**src/rtl/plrut_ctrl.sv**
```systemverilog
// plrut_ctrl: 4-way tree-PLRU controller; CPU touch/allocate and bus invalidate arbitrated round-robin onto a 1-cycle-latency PLRU RAM (clk, rst_n, cpu_*/bus_* request/ack, ready, ram_r_*/ram_w_*)
module plrut_ctrl #(
  parameter int ADDR_WIDTH = 4
) (
  input  logic                  clk,
  input  logic                  rst_n,
  input  logic                  cpu_req,
  input  logic [ADDR_WIDTH-1:0] cpu_set,
  input  logic [1:0]            cpu_way,
  input  logic                  cpu_op,
  output logic                  cpu_ack,
  output logic [1:0]            cpu_victim,
  input  logic                  bus_req,
  input  logic [ADDR_WIDTH-1:0] bus_set,
  input  logic [1:0]            bus_way,
  output logic                  bus_ack,
  output logic                  ready,
  output logic [ADDR_WIDTH-1:0] ram_r_addr,
  input  logic [2:0]            ram_r_plrut,
  output logic                  ram_w_en,
  output logic [ADDR_WIDTH-1:0] ram_w_addr,
  output logic [2:0]            ram_w_plrut
);
  typedef enum logic [1:0] {INIT, IDLE, UPD} state_t;
  state_t state, state_nxt;
  logic [ADDR_WIDTH-1:0] cnt, op_set;
  logic [1:0] op_way, vict, tgt;
  logic [2:0] fwd_tree, base, new_tree;
  logic op_bus, op_alloc, prio_bus, fwd, in_upd, gnt_bus, gnt_cpu, b0, leaf;
  always_ff @(posedge clk)
    if (!rst_n) state <= INIT;
    else state <= state_nxt;
  always_comb begin
    in_upd = rst_n && state == UPD;
    ready = rst_n && state != INIT;
    cpu_ack = in_upd && !op_bus;
    bus_ack = in_upd && op_bus;
    gnt_bus = ready && bus_req && !bus_ack && (prio_bus || !cpu_req || cpu_ack);
    gnt_cpu = ready && cpu_req && !cpu_ack && !gnt_bus;
    base = fwd ? fwd_tree : ram_r_plrut;
    vict = base[0] ? {1'b1, base[2]} : {1'b0, base[1]};
    tgt = (op_bus || !op_alloc) ? op_way : vict;
    // touch points the tree away from the way, invalidate points it at the way
    b0 = tgt[1] ^ !op_bus;
    leaf = tgt[0] ^ !op_bus;
    new_tree = tgt[1] ? {leaf, base[1], b0} : {base[2], leaf, b0};
    ram_r_addr = gnt_bus ? bus_set : gnt_cpu ? cpu_set : '0;
    ram_w_en = rst_n && (state == INIT || state == UPD);
    ram_w_addr = !rst_n ? '0 : state == INIT ? cnt : op_set;
    ram_w_plrut = in_upd ? new_tree : '0;
    cpu_victim = cpu_ack ? vict : '0;
    state_nxt = state == INIT ? (cnt == '1 ? IDLE : INIT) : (gnt_bus || gnt_cpu) ? UPD : IDLE;
  end
  always_ff @(posedge clk)
    if (!rst_n) begin
      cnt <= '0;
      prio_bus <= 1'b1;
      fwd <= 1'b0;
    end else begin
      cnt <= state == INIT ? cnt + 1'b1 : '0;
      if (gnt_bus || gnt_cpu) begin
        prio_bus <= gnt_cpu;
        op_bus <= gnt_bus;
        op_set <= ram_r_addr;
        op_way <= gnt_bus ? bus_way : cpu_way;
        op_alloc <= gnt_cpu && cpu_op;
      end
      // the RAM returns pre-write data when the next op hits the set being written now
      fwd <= state == UPD && (gnt_bus || gnt_cpu) && ram_r_addr == op_set;
      fwd_tree <= new_tree;
    end
endmodule
```
**config.mk**
```make
export PLATFORM = sky130hd
export DESIGN_NAME = plrut_ctrl
export DESIGN_NICKNAME = d
export VERILOG_FILES = /design/src/rtl/plrut_ctrl.sv
export SDC_FILE = /design/constraint.sdc
export NUM_CORES = 1
export LEC_CHECK = 0
export ABC_AREA = 1
export BUFFER_PORTS_ARGS = -buffer_cell sky130_fd_sc_hd__buf_2
export CAP_MARGIN = 20
export CORE_MARGIN = 2
export CORE_UTILIZATION = 30
export CTS_CLUSTER_DIAMETER = 100
export DETAILED_ROUTE_END_ITERATION = 16
export PLACE_DENSITY = 0.49
export SYNTH_ARGS = -nofsm -noshare
export SYNTH_HDL_FRONTEND = slang
export SYNTH_SLANG_ARGS = --single-unit
```
**constraint.sdc**
```tcl
create_clock -name clk -period 2 [get_ports clk]
set_clock_uncertainty 0.15 [all_clocks]
set_input_delay 0.3 -clock clk [delete_from_list [all_inputs] [get_ports clk]]
set_output_delay 0.3 -clock clk [all_outputs]
set_load 0.01 [all_outputs]
```
Word-level counts from Yosys, hierarchy flattened

Index checks and enable logic that the tools add are counted.

Bits in registers: 19
Input bits: 20
Output and inout port bits: 17
Word-level logic and storage cells: 58

Add/sub/neg operators: 1
Eq/ne operators: 3
Muxes and demuxes: 14
Bitwise gates (word level): 2
Reduce and logical (&&, ||, !) cells: 29

Operators by type and width:

| kind                                        | number |
|---|---|
| two-way mux 4 bit                           | 4 |
| logical AND 1 bit                           | 14 |
| two-way mux 2 bit                           | 6 |
| two-way mux 3 bit                           | 3 |
| zero test 1 bit                             | 6 |
| logical OR 1 bit                            | 5 |
| adder 4 x 1 -> 4 bit, second input constant | 1 |
| equality test 4 bit                         | 1 |
| equality test 4 bit, second input constant  | 1 |
| AND reduction 2 bit                         | 2 |
| equality test 2 bit, second input constant  | 1 |
| zero test 2 bit                             | 1 |
| nonzero test 2 bit                          | 1 |
| XOR 1 bit                                   | 2 |
| two-way mux 1 bit                           | 1 |

Depth between registers and ports, before layout

Word-level depth: 12
Depth in mapped cells: 12
Gate-level depth less buffers: 11

Worst setup path after synthesis

OpenSTA, ideal clock, no wires.

Kind: reg-to-reg
Start: register op_bus
End: register fwd
Library setup time: 111 ps
Data arrival time: 1,475 ps
Path slack: 264 ps
Stages on the path, launching flop included: 10
Cells stage by stage: edfxtp_1 -> inv_1 -> nand4_1 -> nand2_1 -> nand2_2 -> buf_4 -> o21ai_1 -> nand2_1 -> nand3_1 -> nor2_1

Longest elaborated chain between the ends: 10
Elaborated cells between the ends (all ways): 17
Classes of those cells: eq/ne (1); mux (2); reduce/logical (14)

Ends and longest elaborated chain:

| what                                                         | RTL line | text |
|---|---|---|
| start: declaration                                           | 29       | `logic op_bus, op_alloc, prio_bus, fwd, in_upd, gnt_bus, gnt_cpu, b0, leaf;` |
| start signal: assignment                                     | 63       | `op_bus <= gnt_bus;` |
| logical AND 1 bit / zero test 1 bit (equally long branches)  | 37, 36   |  |
| zero test 1 bit / logical AND 1 bit (equally long branches)  | 38, 36   |  |
| logical AND 1 bit / logical OR 1 bit (equally long branches) | 38       | `gnt_bus = ready && bus_req && !bus_ack && (prio_bus \|\| !cpu_req \|\| cpu_ack);` |
| logical AND 1 bit                                            | 38       |  |
| zero test 1 bit                                              | 39       | `gnt_cpu = ready && cpu_req && !cpu_ack && !gnt_bus;` |
| logical AND 1 bit                                            | 39       |  |
| two-way mux 4 bit                                            | 47       | `ram_r_addr = gnt_bus ? bus_set : gnt_cpu ? cpu_set : '0;` |
| two-way mux 4 bit *                                          | 47       |  |
| named net ram_r_addr[3]                                      | 18       | `output logic [ADDR_WIDTH-1:0] ram_r_addr,` |
| equality test 4 bit *                                        | 69       | `fwd <= state == UPD && (gnt_bus \|\| gnt_cpu) && ram_r_addr == op_set;` |
| logical AND 1 bit *                                          | 69       |  |
| end signal: assignment                                       | 69       |  |
| end: declaration                                             | 29       |  |

The timed path passes the listed nets; every way through them passes the cells marked *.
A chain may end at the register's enable or synchronous reset.

Final worst setup path

Start: register fwd
End: output ram_w_plrut[2]

Longest elaborated chain between the ends: 6

Ends and longest elaborated chain:

| what                | RTL line | text |
|---|---|---|
| two-way mux 3 bit * | 40       | `base = fwd ? fwd_tree : ram_r_plrut;` |
| two-way mux 2 bit   | 41       | `vict = base[0] ? {1'b1, base[2]} : {1'b0, base[1]};` |
| two-way mux 2 bit   | 42       | `tgt = (op_bus \|\| !op_alloc) ? op_way : vict;` |
| XOR 1 bit           | 45       | `leaf = tgt[0] ^ !op_bus;` |
| two-way mux 3 bit * | 46       | `new_tree = tgt[1] ? {leaf, base[1], b0} : {base[2], leaf, b0};` |
| two-way mux 3 bit * | 50       | `ram_w_plrut = in_upd ? new_tree : '0;` |
| end: declaration    | 22       | `output logic [2:0] ram_w_plrut` |

Every way passes the cells marked *; elsewhere a longest branch is shown, timed or not.

==> metrics.md <==
| Metric | Value |
|---|---|
| CP arrival | roughly 1.6 ns |
| Critical path required time | ~1.6 ns |
| Achievable Freq | roughly 0.49 GHz |
| Routed via count | 1151 |
| Routed vias/inst | approximately 4.6 |
| Final worst slack | -0.0433 ns |
| Vias in the first global route | 1058 |
| Critical R2R Launch | op_bus |
| Final WL | around 2.9 mm |
| Layer with the highest usage | met2 |
| M2 GR Usage | 0.238 |
| Startpoint types | flop |
| Cells after Synth | about 140 |
| Post-route ant nets | 0 |
| Synth warn | 0 |
| Initial DRC Count | 32 |
| Tot Pwr | approximately 0.00094 W |
| Die ar. | about 4000 um2 |
| Share of post-route cells with drive strength above 1 | 0.465 |
| R2r setup slk | 0.11 ns |
| GRT Residual Overflow | 0 |
| CTS tree | done |
| M1 GR Usage | 0.169 |
| Worst hold stages | 3 |
| Sequential share of the synthesized area | 0.466 |
| Failing checks | negative setup slack |
| Syn Nets | around 160 |
| First-pass GRT wire length | between 4 and 5 mm |
| Clk slew on worst S/H paths | about 0.11 ns |
| Hold Vio Cnt, Final | 0 |
| ANT cells | 0 |
| Synth Area per Inst | 7.41 um2 |
| Period utilisation layout | 1.02 |
| DP HPWL | ~2.1 mm |
| Hold Path Class | in2reg |
| Reg2reg end | op_set[0] |
| WL/cell | about 12 um |
| Clk sinks | 19 |
| Area growth, synth to finish | 55.8% |
| Largest net degree at the start of global routing | 11 |
| Critical Path End | ram_w_plrut[2] |
| Worst Setup End Kind | output pin |
| Max H-tree Level | 1 |
| Crit-path max FO | 5 |
| Setup CP Type | reg2out |
| Die Width | between 60 and 70 um |
| RSZ-0062 raised after global routing | yes |
| Crit path time final | approximately 2.0 ns |
| Die Y | ~63 um |
| Synth unique cells | 21 |
| Root Buffer | clkbuf_4 |
| Flops & latches, synth | 19 |
| GR Util met3 | 0.0250 |
| Final nets | 224 |
| Mapped Area | approximately 1100 um2 |
| Crit. Startpoint | fwd |
| Slew Limit Headroom | 0.832 |
| CTS Buffer Depth | 2 |
| Final Setup Violations | 3 |
| Cells along the critical path | inv_2 > nand2_2 > nand2_2 > nand2_2 > o21ai_2 > o21ai_1 > nand2_1 > o21ai_2 > nor2_1 > buf_2 |
| Peak VDD IR | between 0.3 and 0.4 mV |
| Worst-Skew Late Latency | about 0.29 ns |
| Leak pwr | between 0.7 and 0.8 nW |
| Slew Viols, Final | 0 |
| Total GRT Usage | 0.137 |
| CP dominant cell by count | nand2_2 |
| DRC errors left | 0 |
| Hold buffer count at CTS | 0 |
| IO Pins | 37 |
| Worst-Margin Slew | about 0.25 ns |
| Initial antenna violation count | 0 |
| Cell Pwr Density | about 570 nW/um2 |
| TritonCTS buffer count | 3 |
| R2r worst-path depth | 8 |
| Row cnt | 21 |
| Status | complete, but fails checks |
| Initial Util | 0.313 |
| Max cap viols | 0 |
| IO Port Bufs | 36 |
| Crit path max-delay cell type | dfxtp_4 |
| GP Congestion | around 0.80 |
| Pre-antenna DRT Iters | 4 |
| CP peak stage delay | ~0.39 ns |
| Core area | around 3400 um2 |
| Setup TNS | -0.0632 ns |
state kept, by name, summed over array words and instances, names as in the netlist:
register  cells
cnt           4
op_way        2
state         2
fwd_tree      3
prio_bus      1
op_set        4
op_alloc      1
op_bus        1
fwd           1
synthesized netlist by cell type, drive strengths merged:
cell type | n | area [um2]
a21oi | 5 | 25.0
nor2 | 15 | 66.3
o21ai | 11 | 55.1
buf | 1 | 7.51
nand3 | 17 | 95.1
edfxtp | 11 | 330
nand2 | 43 | 166
ha | 1 | 12.5
o211ai | 2 | 15.0
o22ai | 1 | 6.26
dfxtp | 8 | 160
o32ai | 1 | 8.76
clkinv | 1 | 3.75
nor3b | 1 | 7.51
nand4 | 1 | 6.26
inv | 23 | 86.3
per-stage QoR:
stage                util  std cells  area [um2]  hold slack, ns  setup WS, ns
detailed placement  0.392        228        1320           0.303       -0.0247
global route        0.487        248        1640           0.115        -0.148
finish              0.487        248        1640           0.121       -0.0433
global placement    0.392        228        1320           0.305        0.0203
floorplan               -        142        1050           0.249         0.264
CTS                 0.433        237        1460           0.114       -0.0460
cell families after synthesis:
group,after synthesis,share of synthesized area
AOI/OAI and AO/OA,20,0.105
adders and majority gates,1,0.0119
buffers and inverters,25,0.0927
DFF,19,0.466
and+or+nand+nor,77,0.325
worst max-delay path: cells and delay by family, from the launching register on:
| family | cells | cell delay, ns |
|---|---|---|
| flip-flops | 1 | 0.39 |
| AO/OA/AOI/OAI | 3 | 0.36 |
| AND/OR/NAND/NOR | 5 | 0.38 |
| buffers and inverters | 2 | 0.17 |
area by class of cell:
type                    count  area (um2)
clock buffers               4        26.3
fillers                   359        1720
inverters                  24        90.1
multi-input cells          98         599
flip-flops and latches     19         495
well taps                  46        57.6
repair buffers             57         370
layer usage:
layer / vias up / wire length [um]
li1: 582 / -
met5: - / 0
met2: 23 / 1590
met4: 0 / 52
met3: 6 / 107
met1: 540 / 1170
what timing repair did:
item | in CTS | in global routing
buffers inserted | 5 | 11
pin swaps | 8 | 14
resized for setup | 26 | 24
setup endpoints to repair | 15 | 10
power by group:
group / switching (W) / internal, W
clock network: 0.000114 / 0.0000774
registers: 0.0000204 / 0.000452
logic: 0.000156 / 0.000122
worst min-delay path by stage:
stage / startpoint / end / slack [ns]
6_report: bus_way[0] / op_way[0] / 0.12
5_1_grt: bus_way[1] / op_way[1] / 0.12
4_1_cts: bus_way[0] / op_way[0] / 0.11
3_5_place_dp: cnt[0] / cnt[0] / 0.30
3_3_place_gp: cnt[0] / cnt[0] / 0.30
2_1_floorplan: rst_n / prio_bus / 0.25
cell usage in the layout (no fill, tap or decap), drive strengths merged, types with 4 or more instances in the layout:
cell type / instances
o21ai: 11
dfxtp: 8
nor2: 15
nand2: 43
buf: 57
edfxtp: 11
clkbuf: 4
a21oi: 5
nand3: 17
inv: 23
(Power assumes the default switching activity.)
